[src/rtl/angle_pkg.sv]
`default_nettype none
// ============================================================================
//  Module      : angle_pkg
//  Description : Shared types and constants for the potentiometer angle
//                scaler. FSM state encoding, channel-index width helper,
//                and the default scale/limit for a 12-bit ADC front end.
//  Revision    : 1.0 - initial multi-channel release
// ============================================================================
package angle_pkg;

  typedef enum logic [1:0] {
    ST_IDLE   = 2'd0,
    ST_CENTER = 2'd1,
    ST_MULT   = 2'd2,
    ST_SAT    = 2'd3
  } state_e;

  // A single channel still needs a 1-bit select so the port never collapses
  // to zero width.
  function automatic int ch_width(input int n);
    return (n > 1) ? $clog2(n) : 1;
  endfunction

  // 11/128 deg per LSB: a 12-bit pot spanning roughly +/-176 deg.
  localparam logic [3:0]  SCALE_12B = 4'd11;
  // +180.0 deg in Q9.7.
  localparam logic [15:0] LIMIT_12B = 16'h5A00;

endpackage
`default_nettype wire

[src/rtl/angle_shift_mult.sv]
`default_nettype none
// ============================================================================
//  Module      : angle_shift_mult
//  Description : Iterative signed-by-unsigned shift-add multiplier, one
//                multiplier bit per cycle, LSB first.
//  Ports       : clk_i, nReset_i      clock, async active-low reset
//                start_i, a_i, b_i    load operands (signed a, unsigned b)
//                done_o               one-cycle pulse, product_o final
//                product_o            signed A_W+B_W bit product
//  Revision    : 1.0 - initial release
// ============================================================================
module angle_shift_mult #(
  parameter int A_W = 14,
  parameter int B_W = 4
) (
  input  logic                     clk_i,
  input  logic                     nReset_i,
  input  logic                     start_i,
  input  logic signed [A_W-1:0]    a_i,
  input  logic        [B_W-1:0]    b_i,
  output logic                     done_o,
  output logic signed [A_W+B_W-1:0] product_o
);

  localparam int P_W   = A_W + B_W;
  localparam int CNT_W = $clog2(B_W + 1);

  logic signed [P_W-1:0] acc_q;
  logic signed [P_W-1:0] mcand_q;
  logic        [B_W-1:0] mplier_q;
  logic        [CNT_W-1:0] cnt_q;
  logic                  busy_q;
  logic                  done_q;
  logic signed [P_W-1:0] a_ext_d;

  assign a_ext_d = P_W'(a_i);

  // The load edge already performs iteration 0, so B_W iterations finish
  // B_W-1 edges after the load and the caller sees done_o one cycle later.
  always_ff @(posedge clk_i or negedge nReset_i) begin
    if (!nReset_i) begin
      acc_q    <= '0;
      mcand_q  <= '0;
      mplier_q <= '0;
      cnt_q    <= '0;
      busy_q   <= 1'b0;
      done_q   <= 1'b0;
    end else begin
      done_q <= 1'b0;
      if (start_i) begin
        acc_q    <= b_i[0] ? a_ext_d : '0;
        mcand_q  <= a_ext_d <<< 1;
        mplier_q <= b_i >> 1;
        cnt_q    <= CNT_W'(1);
        busy_q   <= (B_W > 1);
        done_q   <= (B_W == 1);
      end else if (busy_q) begin
        if (mplier_q[0]) begin
          acc_q <= acc_q + mcand_q;
        end
        mcand_q  <= mcand_q <<< 1;
        mplier_q <= mplier_q >> 1;
        cnt_q    <= cnt_q + CNT_W'(1);
        if (cnt_q == CNT_W'(B_W - 1)) begin
          busy_q <= 1'b0;
          done_q <= 1'b1;
        end
      end
    end
  end

  assign done_o    = done_q;
  assign product_o = acc_q;

endmodule
`default_nettype wire

[src/rtl/adc_angle_scaler.sv]
`default_nettype none
// ============================================================================
//  Module      : adc_angle_scaler
//  Description : Converts unsigned ADC codes from CHANNELS potentiometers
//                into signed fixed-point shaft angles with a per-channel
//                zero offset and symmetric saturation at +/-LIMIT.
//  Ports       : clk_i, nReset_i            clock, async active-low reset
//                start_i, ch_i, adc_i       conversion request
//                zero_wr_i, zero_ch_i, zero_i  zero-offset write port
//                busy_o                     conversion in progress
//                valid_o, ch_o, angle_o, sat_o  registered result
//  Revision    : 1.0 - initial multi-channel release
// ============================================================================
module adc_angle_scaler
  import angle_pkg::*;
#(
  parameter int ADC_BITS   = 12,
  parameter int WIDTH      = 16,
  parameter int FBITS      = 7,
  parameter int CHANNELS   = 2,
  parameter int SCALE_BITS = 4,
  parameter logic [SCALE_BITS-1:0] SCALE = SCALE_BITS'(SCALE_12B),
  parameter logic [WIDTH-1:0]      LIMIT = WIDTH'(LIMIT_12B)
) (
  input  logic                              clk_i,
  input  logic                              nReset_i,
  input  logic                              start_i,
  input  logic [ch_width(CHANNELS)-1:0]     ch_i,
  input  logic [ADC_BITS-1:0]               adc_i,
  input  logic                              zero_wr_i,
  input  logic [ch_width(CHANNELS)-1:0]     zero_ch_i,
  input  logic [ADC_BITS-1:0]               zero_i,
  output logic                              busy_o,
  output logic                              valid_o,
  output logic [ch_width(CHANNELS)-1:0]     ch_o,
  output logic [WIDTH-1:0]                  angle_o,
  output logic                              sat_o
);

  localparam int CH_W = ch_width(CHANNELS);
  localparam int DW   = ADC_BITS + 2;
  localparam int PW   = DW + SCALE_BITS;
  localparam int EW   = (PW > WIDTH) ? PW : WIDTH;
  localparam logic [DW-1:0]   MID    = DW'(1) << (ADC_BITS - 1);
  localparam logic [CH_W:0]   CH_LIM = (CH_W + 1)'(CHANNELS);

  // A non-negative limit below full scale keeps the clamped value
  // representable after truncation to WIDTH.
  if (FBITS >= WIDTH || LIMIT[WIDTH-1]) begin : g_bad_params
    $error("adc_angle_scaler: FBITS must be < WIDTH and LIMIT < 2**(WIDTH-1)");
  end

  state_e                state_q;
  logic [ADC_BITS-1:0]   zero_q [CHANNELS];
  logic [ADC_BITS-1:0]   adc_q;
  logic [ADC_BITS-1:0]   zero_cap_q;
  logic [CH_W-1:0]       ch_q;
  logic                  busy_q;
  logic                  valid_q;
  logic [CH_W-1:0]       ch_out_q;
  logic [WIDTH-1:0]      angle_q;
  logic                  sat_q;

  logic [ADC_BITS-1:0]   zero_sel_d;
  logic signed [DW-1:0]  diff_d;
  logic signed [PW-1:0]  product;
  logic                  mult_done;
  logic signed [EW-1:0]  prod_ext_d;
  logic signed [EW-1:0]  lim_pos_d;
  logic signed [EW-1:0]  clamp_d;
  logic                  sat_d;

  // Out-of-range channels convert with a zero offset of 0.
  always_comb begin
    zero_sel_d = '0;
    if ({1'b0, ch_i} < CH_LIM) begin
      zero_sel_d = zero_q[ch_i];
    end
  end

  always_ff @(posedge clk_i or negedge nReset_i) begin
    if (!nReset_i) begin
      for (int i = 0; i < CHANNELS; i++) begin
        zero_q[i] <= '0;
      end
    end else if (zero_wr_i) begin
      for (int i = 0; i < CHANNELS; i++) begin
        if (zero_ch_i == CH_W'(i)) begin
          zero_q[i] <= zero_i;
        end
      end
    end
  end

  // Range is +/-(2^ADC_BITS - 1), so two guard bits make overflow impossible.
  assign diff_d = $signed({2'b00, adc_q}) - $signed(MID)
                - $signed({{2{zero_cap_q[ADC_BITS-1]}}, zero_cap_q});

  angle_shift_mult #(
    .A_W (DW),
    .B_W (SCALE_BITS)
  ) u_mult (
    .clk_i     (clk_i),
    .nReset_i  (nReset_i),
    .start_i   (state_q == ST_CENTER),
    .a_i       (diff_d),
    .b_i       (SCALE),
    .done_o    (mult_done),
    .product_o (product)
  );

  assign prod_ext_d = EW'(product);
  assign lim_pos_d  = EW'(LIMIT);

  always_comb begin
    clamp_d = prod_ext_d;
    sat_d   = 1'b0;
    if (prod_ext_d > lim_pos_d) begin
      clamp_d = lim_pos_d;
      sat_d   = 1'b1;
    end else if (prod_ext_d < -lim_pos_d) begin
      clamp_d = -lim_pos_d;
      sat_d   = 1'b1;
    end
  end

  always_ff @(posedge clk_i or negedge nReset_i) begin
    if (!nReset_i) begin
      state_q    <= ST_IDLE;
      adc_q      <= '0;
      zero_cap_q <= '0;
      ch_q       <= '0;
      busy_q     <= 1'b0;
      valid_q    <= 1'b0;
      ch_out_q   <= '0;
      angle_q    <= '0;
      sat_q      <= 1'b0;
    end else begin
      valid_q <= 1'b0;
      case (state_q)
        ST_IDLE: begin
          if (start_i) begin
            adc_q      <= adc_i;
            ch_q       <= ch_i;
            zero_cap_q <= zero_sel_d;
            busy_q     <= 1'b1;
            state_q    <= ST_CENTER;
          end
        end
        ST_CENTER: state_q <= ST_MULT;
        ST_MULT: begin
          if (mult_done) begin
            state_q <= ST_SAT;
          end
        end
        ST_SAT: begin
          angle_q  <= clamp_d[WIDTH-1:0];
          sat_q    <= sat_d;
          ch_out_q <= ch_q;
          valid_q  <= 1'b1;
          busy_q   <= 1'b0;
          state_q  <= ST_IDLE;
        end
        default: state_q <= ST_IDLE;
      endcase
    end
  end

  assign busy_o  = busy_q;
  assign valid_o = valid_q;
  assign ch_o    = ch_out_q;
  assign angle_o = angle_q;
  assign sat_o   = sat_q;

endmodule
`default_nettype wire

[config.mk]
export PLATFORM = sky130hd
export DESIGN_NAME = adc_angle_scaler
export DESIGN_NICKNAME = d
export VERILOG_FILES = /design/src/rtl/angle_pkg.sv /design/src/rtl/angle_shift_mult.sv /design/src/rtl/adc_angle_scaler.sv
export SDC_FILE = /design/constraint.sdc
export NUM_CORES = 1
export LEC_CHECK = 0
export CAP_MARGIN = 25
export CORE_ASPECT_RATIO = 1.4
export CORE_MARGIN = 1
export CORE_UTILIZATION = 35
export DETAILED_ROUTE_END_ITERATION = 16
export PLACE_DENSITY = 0.56
export SYNTH_ARGS = -nofsm -noshare
export SYNTH_HDL_FRONTEND = slang
export SYNTH_SLANG_ARGS = --single-unit
[constraint.sdc]
create_clock -name clk_i -period 2.9 [get_ports clk_i]
set_input_delay 0.29 -clock clk_i [delete_from_list [all_inputs] [get_ports clk_i]]
set_output_delay 0.29 -clock clk_i [all_outputs]
set_load 0.02 [all_outputs]
==> reports/qor.csv <==
metric,value,unit
io_buffers,49,
grt_antenna_before_repair,0,
run_status,finished clean,
vias_per_cell,5.02,
worst_ep_required,3200,ps
leakage,3.26,nW
timing.setup.critical_path_class,reg2reg,
worst-endpoint-arrival,2870,ps
clockBufferDepth,2,
design.die.area,18000,um2
peakVddDrop,506,uV
rsz_0062_raised_after_global_routing,false,
number_of_clock_sinks,114,
placed_instances,845,
globalRoute.totalOverflow,0,
cts_buffers,17,
final_common_cell,dfrtp_1,
timing.setup.tns,0,ps
ff_latch_area,2850,um2
synth_sequential_area_ratio,46.8,%
syn_inst,579,
slowest_delay,420,ps
cts_post_setup_buffers_inserted,0,
multi_input_comb_area,3040,um2
drc,0,
path_clk_slew,50,ps
worst_setup_path_start_kind,flip-flop,
cp-end-kind,flip-flop,
hold_viol,0,
syn-mean-instance-area,10.5,um2
diodes,0,
fmax,0.389,GHz
critical-path-top-delay-family,compound AO/OA/AOI/OAI gates,
timing.final.crit_period,2570,ps
routed_wire_length_per_instance,14.4,um
hold_removal_path_class,in2async,
ys_ff_latch,114,
clock_latency_on_the_worst_skew_pair,420,ps
clock_skew,9.70,ps
num-fill-cells,1660,
gp_routability_congestion,0.913,
worst_hold_slack,353,ps
yosysWarningCount,0,
i_o_pin_cnt,50,
design_area,7420,um2
h-tree-depth,4,
final.period_utilization,88.6,%
drt_iter0_drc,127,
route.antenna.remaining_nets,0,
post_route_cells_drive_above_1_share,15.5,%
report.final.slew_viol_count,0,
max_cap_viol_count,0,
first_global_vias,4575,
synth-edff-count,0,
worstPathBufferInverterCount,0,
grt_util_all_layers,15.6,%
detailed_place_hpwl,9290,um
core_region_area,16900,um2
cts_root_buf,clkbuf_16,
totalWireLength,12600,um
detail_route.first_pass.iterations,4,
placement_rows,56,
tritoncts,built,
fp.dieW,114,um
yosysUniqueCellTypes,58,
fin_nets,699,
post_layout_nonfiller_instances,878,
via_count,4407,
crit_slowest_cell,fa_1,
finalSetupViolCount,0,
final_cell_mix,"114 x dfrtp_1, 48 x clkdlybuf4s50_1, 47 x a21oi_1",
area_growth,21.7,%
worst_slew_pin_slew,766,ps
pin_count_of_the_biggest_net_entering_global_routing,85,
synth_async_sr_flop_share,100,%
synthesis.nets,645,
initial_utilization,36.1,%
power.density_cell_area,1370,nW/um2
ys.flop_type,dfrtp_1,
util_after_layout,43.9,%
die_height,158,um
syn-cell-area,6090,um2
worst-path-max-fanout,4,
cell_chain_of_the_critical_path,ha_1 > fa_1 > nand3_1 > nand2_1 > a221oi_2 > o21ai_0 > xnor2_1 > or2_2 > o211a_1,
relSlewSlack,48.8,%
grt_first_pass_wirelength,21800,um
post_place_cell_area,6850,um2
flip-flops by register name, summed over array words and instances, names as in the netlist, 2 cells and up:
register          count
u_mult.mplier_q       3
angle_o              16
u_mult.cnt_q          3
adc_q                12
state_q               2
u_mult.product_o     18
u_mult.mcand_q       17
zero_cap_q           12
zero_q               24
synth_stat cells, types with 2 or more instances:
library cell | instances | share of area, %
xor2_1 | 13 | 1.9
inv_1 | 27 | 1.7
a21boi_0 | 2 | 0.25
clkbuf_1 | 19 | 1.2
ha_1 | 34 | 7.0
a21oi_1 | 47 | 3.9
nand2_1 | 44 | 2.7
o21ai_0 | 38 | 3.1
fa_1 | 2 | 0.66
xnor2_1 | 12 | 1.7
nand2b_1 | 6 | 0.62
o21a_1 | 6 | 0.74
buf_6 | 2 | 0.37
nand3_1 | 8 | 0.66
a22o_2 | 9 | 1.5
a21o_1 | 12 | 1.5
or3_1 | 2 | 0.21
and2_1 | 3 | 0.31
a221oi_1 | 3 | 0.43
a31oi_1 | 5 | 0.51
nand4_1 | 3 | 0.31
nor2b_1 | 17 | 1.7
dfrtp_1 | 114 | 47
buf_1 | 2 | 0.12
mux2_2 | 41 | 7.6
nor2_1 | 30 | 1.8
and3_1 | 4 | 0.41
mux2i_1 | 16 | 2.6
o21bai_1 | 6 | 0.74
a211o_1 | 2 | 0.29
a221oi_2 | 2 | 0.49
nor3_1 | 2 | 0.16
nor4_1 | 2 | 0.21
a211oi_1 | 20 | 2.5
power by group:
group	internal, mW	total, mW	leakage [nW]	switching, mW
clock	1.21	1.93	0.262	0.722
sequential	2.29	2.84	1.36	0.547
combinational	2.43	5.42	1.63	2.99
total	5.93	10.2	3.26	4.26
timing repair:
item                                    CTS  global route
endpoints found under the setup margin    0             1
hold endpoints to repair                 30             0
hold buffers                              1             0
gates resized for setup                   0             1
per-stage QoR:
step	total power [mW]	worst slack, ps
finish	10.2	332
global route	11.1	163
CTS	10.3	245
detailed placement	8.26	261
global placement	8.12	316
floorplan	6.84	518
per-layer routing:
layer | global-route usage (%) | share of wire [%]
met2 | 26.6 | 49
met3 | 3.64 | 3.5
met5 | 0 | 0
met4 | 8.52 | 3.2
met1 | 18.0 | 44
worst reg2reg max path, cell delays in order, from the launching register on:
cell and delay [ps]:
dfrtp_1 410, ha_1 260, fa_1 420, nand3_1 110, nand2_1 120, a221oi_2 380, o21ai_0 180, xnor2_1 160
or2_2 300, o211a_1 120
final timing paths:
| check | start | to | depth (start not counted) | slack, ps |
|---|---|---|---|---|
| setup / recovery | u_mult.product_o[1] | u_mult.product_o[17] | 9 | 330 |
| hold / removal | nReset_i | angle_o[4] | 2 | 350 |
| setup reg to reg | u_mult.product_o[1] | u_mult.product_o[17] | 9 | 330 |
| hold reg to reg | zero_cap_q[8] | zero_cap_q[8] | 2 | 480 |
| max in group asynchronous | nReset_i | u_mult.mcand_q[3] | 3 | 1740 |
| min in group clk_i | zero_cap_q[8] | zero_cap_q[8] | 2 | 480 |
final cells by class:
class	count	area share, %
tap	232	3.91
clock buffer	22	6.26
multi-input combinational	413	41.0
inverter	28	1.42
clock inverter	10	1.15
timing repair buffer	59	7.79
sequential	114	38.5
logic make-up after synthesis:
family,after synthesis,share of synthesized area [%]
AOI/OAI and AO/OA,166,18.0
muxes,57,10.2
adders and majority gates,36,7.64
DFF,114,46.8
buffers and inverters,52,3.47
and+or+nand+nor,129,10.3
xor gates and xnor gates,25,3.59
(Power assumes the default switching activity.)
